**config.mk**
```make
export PLATFORM = sky130hd
export DESIGN_NAME = serial_add_ctrl
export DESIGN_NICKNAME = d
export VERILOG_FILES = /design/src/rtl/serial_add_pkg.sv /design/src/rtl/serial_add_ctrl_fa.sv /design/src/rtl/serial_add_ctrl.sv
export SDC_FILE = /design/constraint.sdc
export NUM_CORES = 1
export LEC_CHECK = 0
export CORE_MARGIN = 1.5
export CORE_UTILIZATION = 45
export CTS_BUF_LIST = sky130_fd_sc_hd__clkbuf_4
export DETAILED_ROUTE_END_ITERATION = 12
export GPL_TIMING_DRIVEN = 0
export PLACE_DENSITY = 0.82
export SYNTH_ARGS = -nofsm -noshare
export SYNTH_HDL_FRONTEND = slang
export SYNTH_SLANG_ARGS = --single-unit
```
**constraint.sdc**
```tcl
create_clock -name clk -period 1.1 [get_ports clk]
set_input_delay 0.22 -clock clk [delete_from_list [all_inputs] [get_ports clk]]
set_output_delay 0.22 -clock clk [all_outputs]
set_load 0.03 [all_outputs]
```
**src/rtl/serial_add_pkg.sv**
```systemverilog
// Shared types for the bit-serial adder sequencer.
//   state_e   : controller FSM encoding (IDLE / RUN / DONE)
//   DEF_WIDTH : default operand width
package serial_add_pkg;
  localparam int DEF_WIDTH = 8;

  typedef enum logic [1:0] {
    IDLE = 2'd0,
    RUN  = 2'd1,
    DONE = 2'd2
  } state_e;
endpackage

```
**src/rtl/serial_add_ctrl_fa.sv**
```systemverilog
// Full-adder bit-slice used as the serial datapath element.
//   a, b, ci : input bits
//   sum      : {carry_out, sum_bit}
module fa (
  input  logic       a,
  input  logic       b,
  input  logic       ci,
  output logic [1:0] sum
);
  assign sum = {1'b0, a} + {1'b0, b} + {1'b0, ci};
endmodule

```
**src/rtl/serial_add_ctrl.sv**
```systemverilog
// Bit-serial adder sequencer. Operands are accepted over a valid/ready
// handshake. A single fa slice then walks them LSB-first, one bit per
// clock, with a registered carry. The WIDTH-bit sum and carry-out are
// returned over a second valid/ready handshake.
//   clk, rst_n           : clock, synchronous active-low reset
//   in_valid/in_ready    : operand handshake (a, b, cin [, sub])
//   out_valid/out_ready  : result handshake (sum, cout)
//   busy                 : high while bits are being stepped (RUN)
// Optional build macro SERIAL_ADD_SUB_EN adds a 'sub' input. When sub is
// high the block computes a - b, and cout = 1 means no borrow.
module serial_add_ctrl
  import serial_add_pkg::*;
#(
  parameter int WIDTH = DEF_WIDTH
) (
  input  logic             clk,
  input  logic             rst_n,
  input  logic             in_valid,
  output logic             in_ready,
  input  logic [WIDTH-1:0] a,
  input  logic [WIDTH-1:0] b,
  input  logic             cin,
`ifdef SERIAL_ADD_SUB_EN
  input  logic             sub,
`endif
  output logic             out_valid,
  input  logic             out_ready,
  output logic [WIDTH-1:0] sum,
  output logic             cout,
  output logic             busy
);
  localparam int CNT_W = $clog2(WIDTH);
  localparam logic [CNT_W-1:0] LAST = CNT_W'(WIDTH - 1);

  state_e           state_q, state_d;
  logic [WIDTH-1:0] a_sh_q, a_sh_d;
  logic [WIDTH-1:0] b_sh_q, b_sh_d;
  logic [WIDTH-1:0] sum_sh_q, sum_sh_d;
  logic             carry_q, carry_d;
  logic [CNT_W-1:0] cnt_q, cnt_d;
  logic [1:0]       fa_s;
  logic [WIDTH-1:0] b_cap;
  logic             c_cap;

  fa u_fa (
    .a   (a_sh_q[0]),
    .b   (b_sh_q[0]),
    .ci  (carry_q),
    .sum (fa_s)
  );

  // Subtraction is a + ~b + 1: invert b at capture and force the carry in.
`ifdef SERIAL_ADD_SUB_EN
  assign b_cap = sub ? ~b : b;
  assign c_cap = sub ? 1'b1 : cin;
`else
  assign b_cap = b;
  assign c_cap = cin;
`endif

  always_comb begin
    state_d  = state_q;
    a_sh_d   = a_sh_q;
    b_sh_d   = b_sh_q;
    sum_sh_d = sum_sh_q;
    carry_d  = carry_q;
    cnt_d    = cnt_q;
    case (state_q)
      IDLE: begin
        // Operands are sampled only on a real transfer, so X on the
        // inputs while idle never reaches state.
        if (in_valid) begin
          a_sh_d   = a;
          b_sh_d   = b_cap;
          carry_d  = c_cap;
          sum_sh_d = '0;
          cnt_d    = '0;
          state_d  = RUN;
        end
      end
      RUN: begin
        a_sh_d   = a_sh_q >> 1;
        b_sh_d   = b_sh_q >> 1;
        // New sum bits enter at the MSB. After WIDTH shifts the first
        // bit computed has reached bit 0.
        sum_sh_d = {fa_s[0], sum_sh_q[WIDTH-1:1]};
        carry_d  = fa_s[1];
        cnt_d    = cnt_q + CNT_W'(1);
        if (cnt_q == LAST) state_d = DONE;
      end
      DONE: begin
        if (out_ready) state_d = IDLE;
      end
      default: state_d = IDLE;
    endcase
  end

  always_ff @(posedge clk) begin
    if (!rst_n) begin
      state_q  <= IDLE;
      a_sh_q   <= '0;
      b_sh_q   <= '0;
      sum_sh_q <= '0;
      carry_q  <= 1'b0;
      cnt_q    <= '0;
    end else begin
      state_q  <= state_d;
      a_sh_q   <= a_sh_d;
      b_sh_q   <= b_sh_d;
      sum_sh_q <= sum_sh_d;
      carry_q  <= carry_d;
      cnt_q    <= cnt_d;
    end
  end

  assign in_ready  = (state_q == IDLE);
  assign busy      = (state_q == RUN);
  assign out_valid = (state_q == DONE);
  // The result is only exposed while it is valid. Partial sums stay hidden.
  assign sum       = out_valid ? sum_sh_q : '0;
  assign cout      = out_valid ? carry_q : 1'b0;
endmodule

```
# Word-level counts from Yosys, hierarchy flattened
# Cells that the tools add are included.
# word_totals
in_bits	21
memories	0
latchBits	0
output_inout_bits	12
mem_bits_ro	0
word_cells	35
mem_bits_rw	0
regBits	30
# classes
n_mux	16
n_addsub	3
n_eq_ne	6
n_div	0
n_shift	0
n_mul	0
bitwise_logic	0
magnitude_cmp	0
n_reduce_logical	4
# ops
operator	count
$pmux W8 S2	3
$mux W8	4
$mux W2	3
$pmux W2 S3	1
$pmux W3 S2	1
$ne A2 B1 Y1 const B	2
$add A3 B1 Y3 const B	1
$eq A3 B3 Y1 const B	1
$mux W3	1
$reduce_and A3 Y1	1
$add A1 B1 Y2	1
$add A2 B1 Y2	1
$eq A2 B1 Y1 const B	1
$eq A2 B2 Y1 const B	1
$logic_not A2 Y1	1
$mux W1	2
$ne A2 B2 Y1 const B	1
$pmux W1 S2	1
$reduce_and A2 Y1	1
$reduce_bool A2 Y1	1

# Longest topological paths before layout
# logic_depth
word_depth	3
ltp_mapped	5
ltp_nobuf	5

# Hierarchy
# From an unflattened synthesis, not the netlist that was laid out.
# unflattened
cells_unflattened	133
hier_area_um2	1273.7
# modules_own_cells
module	seq_area_each_um2	n_inst	cells_per_inst	area_each_um2
serial_add_ctrl	600.6	1	132	1253.7
fa	0.0	1	1	20.0

# Worst setup path before layout
# No wires, ideal clock.
# synth_timing
path_type	register -> register
startpoint	register state_q[0]
endpoint	register a_sh_q[6]
setup_ns	0.119
slack_ns	-0.510
arrival_time_ns	1.492
period_less_slack_ns	1.610
path_stages_with_launch	5
path_buffers	1
path_cell_list	dfxtp_1 nor2_1 nand2_1 buf_2 o221a_2
# synth_between
elab_chain_cells	3
elab_cells_between_ends	6
classes_between	2 x eq/ne; 1 x mux; 3 x reduce/logical
# synth_lines
item	line	text
start: declaration	serial_add_ctrl.sv:35	state_e state_q, state_d;
start signal: assignment	serial_add_ctrl.sv:107	state_q <= state_d;
$logic_not A2 Y1 (*)	-	
net in_ready	serial_add_ctrl.sv:19	output logic in_ready,
$ne A2 B2 Y1 (no line) / $reduce_bool A2 Y1 (equally long branches)	-	
$reduce_and A2 Y1 (no line)	-	
end signal: assignment	serial_add_ctrl.sv:108	a_sh_q <= a_sh_d;
end: declaration	serial_add_ctrl.sv:36	logic [WIDTH-1:0] a_sh_q, a_sh_d;
# Mark *: on every way through the listed nets, which the timed path passes. The rest lies on a longest branch.
# A chain may end at the register's enable or synchronous reset.

# Worst setup path in the final report
# layout_timing
startpoint	register state_q[1]
endpoint	output port sum[5]
# layout_between
elab_chain_cells	2
# layout_lines
item	line	text
$eq A2 B2 Y1	serial_add_ctrl.sv:118	assign out_valid = (state_q == DONE);
$mux W8	serial_add_ctrl.sv:120	assign sum = out_valid ? sum_sh_q : '0;
end: declaration	serial_add_ctrl.sv:28	output logic [WIDTH-1:0] sum,
# No other way between the ends.

==> key figures <==
Timing
  – Final Skew: 6.14 ps
  – Slew @ Worst Pin: 226 ps
  – Final period utilization: 1.33
  – Worst slew margin: 0.849
  – RSZ-0062 raised after global routing: true
  – Final setup violation count: 41
  – Slew Viols, Final: 0
  – Setup TNS Final: -10770 ps
  – Fmax achieved: 685 MHz
  – Final min period: 1460 ps
  – Final WS setup: -361 ps
  – Fin. Hold Viols: 0

GRT
  – Total Routing Usage GR: 0.211
  – Grt ovf: 0
  – Initial antenna violation count: 0
  – Number of global-route vias before repair: 1133
  – Largest net degree at the start of global routing: 11
  – First-pass GRT wire length: 5110 µm

Synth
  – Post-Synthesis Cells: 114
  – Seq/Total Area, Yosys: 0.472
  – Top post-synthesis cells by area: dfxtp_1 (47%), o221a_2 (8.9%), o21a_1 (8.3%)
  – Post-synth top area cell: dfxtp_1
  – Seq cells post-synth: 30
  – Number of distinct library cells after synthesis: 26
  – Share of synthesized registers carrying an async set or reset: 0
  – Mapped cell area: 1270 µm²
  – Mapped Nets: 138
  – Number of enable flip-flop cells after synthesis: 0
  – Avg Inst Size Synth: 11.2 µm²
  – Share of the synthesized area in the top cell type: 0.472
  – Top FF cell, synth: dfxtp_1
  – Yosys warning count: 0

Die
  – Core box area: 2710 µm²
  – Die area: 3150 µm²
  – Die Wd: 56.2 µm
  – # IOs: 33
  – Chip height: 56.2 µm
  – Initial Util: 0.469
  – Num rows: 19

CTS
  – Clock buffer depth: 2
  – H-tree depth: 2
  – CTS tree: done
  – CTS Buf Count: 5
  – Clock Latency Late Sink: 330 ps
  – Clock root cell: clkbuf_4
  – Reg clk slew, reported paths: 90 ps
  – CTS sink count: 30

Job
  – Max_cap viols: 0

Setup path
  – CP endpoint kind: output pin
  – WS Path Type: register to output pin
  – CP startpoint kind: register
  – Arrival time of the worst setup path: 1240 ps
  – Critical Path Fanout Max: 10
  – Worst EP required: 880 ps

Final layout
  – Layout area overhead: 56.8%
  – Post-Route Utilization: 0.735
  – Final nets: 192
  – Share of layout cells above drive strength 1: 0.462
  – Fin cells: 200
  – Filler cells: 189
  – Ant diodes: 0

Detailed routing
  – Detail Route Antenna Nets: 0
  – Final wirelength: 3260 µm
  – Via count: 1112
  – Residual DRC: 0
  – DRT iter0 DRCs: 52
  – DR pass1 iterations: 4
  – Routed len/inst: 16.3 µm
  – Via density: 5.56

Worst hold path
  – Worst Hold Class: register to register

Power and ir drop
  – Power per Cell Area: 1130 nW/µm²
  – Worst vdd ir: 0.972 mV
  – Leak Pwr: 0.827 nW

Outcome
  – Failing checks: setup timing
  – Status: finished, violations left

Placement
  – Port bufs: 32
  – HPWL after DPL: 1930 µm
  – Routability cong.: 0.676
  – Dpl ws: -681 ps
  – Inst Count DP: 177
-- final timing paths --
path / start / end / slack (ps) / depth (start not counted)
worst max-delay path: state_q[1] / sum[5] / -360 / 4
worst min-delay path: b_sh_q[7] / b_sh_q[7] / 500 / 1
worst max register to register: state_q[1] / a_sh_q[2] / -270 / 7
worst min register to register: b_sh_q[7] / b_sh_q[7] / 500 / 1
-- worst max-delay path, cell delays in order (launching register included) --
cell     delay (ps)
dfxtp_4         360
nor2b_4         160
buf_8           130
and2_4          140
buf_6           120
-- cell type report --
class / instances / area [µm²] / area share
Multi-Input combinational cell: 69 / 697 / 0.350
Clock buffer: 5 / 37.5 / 0.0188
Sequential cell: 30 / 612 / 0.307
Clock inverter: 3 / 16.3 / 0.00816
Timing Repair Buffer: 49 / 502 / 0.252
Tap cell: 31 / 38.8 / 0.0195
Buffer: 6 / 58.8 / 0.0295
Inverter: 7 / 31.3 / 0.0157
-- metrics by stage --
| stage | hold WS (ps) | total power, mW | cell area (µm²) |
|---|---|---|---|
| global placement | 464 | 1.54 | 1700 |
| CTS | 494 | 2.23 | 1920 |
| floorplan | 374 | 1.42 | 1340 |
| detailed placement | 472 | 1.56 | 1700 |
| finish | 498 | 2.25 | 1990 |
| global route | 530 | 2.35 | 1990 |
-- flip-flops by register name (all words and copies together) (netlist names) --
| signal | flops |
|---|---|
| a_sh_q | 8 |
| carry_q | 1 |
| b_sh_q | 8 |
| sum_sh_q | 8 |
| state_q | 2 |
| cnt_q | 3 |
-- cells in the mapped netlist, types with 2 or more instances --
library cell	count
a22o_1	10
a32o_1	2
o221a_2	10
and2_1	11
clkbuf_1	3
buf_2	4
dfxtp_1	30
nor2b_1	2
nand2_1	2
o221a_1	5
ha_1	2
inv_1	6
o21a_1	14
-- routing by layer --
| metal | track usage | routed length (µm) |
|---|---|---|
| met1 | 0.226 | 1320 |
| met2 | 0.376 | 1740 |
| met3 | 0.0581 | 147 |
| met5 | 0 | 0 |
| met4 | 0.102 | 61 |
-- cell usage in the layout, fill, tap and decap left out, types with 2 or more instances in the layout --
cell type        Yosys  routed
buf_6                1      26
dfxtp_1             30      25
clkdlybuf4s50_1      0      20
o21a_1              14      14
and2_4               0      11
a22o_1              10      10
o221a_2             10       8
inv_1                6       6
o221a_1              5       5
clkbuf_4             0       5
buf_4                1       5
dfxtp_2              0       3
nor2b_4              1       2
clkbuf_2             0       2
a32o_1               2       2
o221a_4              0       2
dfxtp_4              0       2
-- cells by family (layout without fill, tap and decap cells) --
logic type / Yosys count / count (layout) / share of synthesized area
multiplexers: 1 / 1 / 0.00787
adder cells (fa/ha/maj): 3 / 3 / 0.0354
flip-flops: 30 / 30 / 0.472
AND/OR/NAND/NOR: 19 / 20 / 0.0965
buffers and inverters: 16 / 70 / 0.0600
AO/OA/AOI/OAI: 45 / 45 / 0.328
-- where the power goes --
part	total, mW	internal [mW]	switching (mW)
clock	0.629	0.237	0.392
sequential	1.19	1.15	0.0440
combinational	0.430	0.254	0.177
-- what timing repair did --
action                                  in CTS  in global routing
buffers inserted                             9                  6
resized for setup                          105                 18
gates cloned                                 4                  0
endpoints found under the setup margin      42                 42
pin swaps                                   16                  6
hold buffers                                 0                  0
Note: power is estimated with default switching activity, not from simulation.
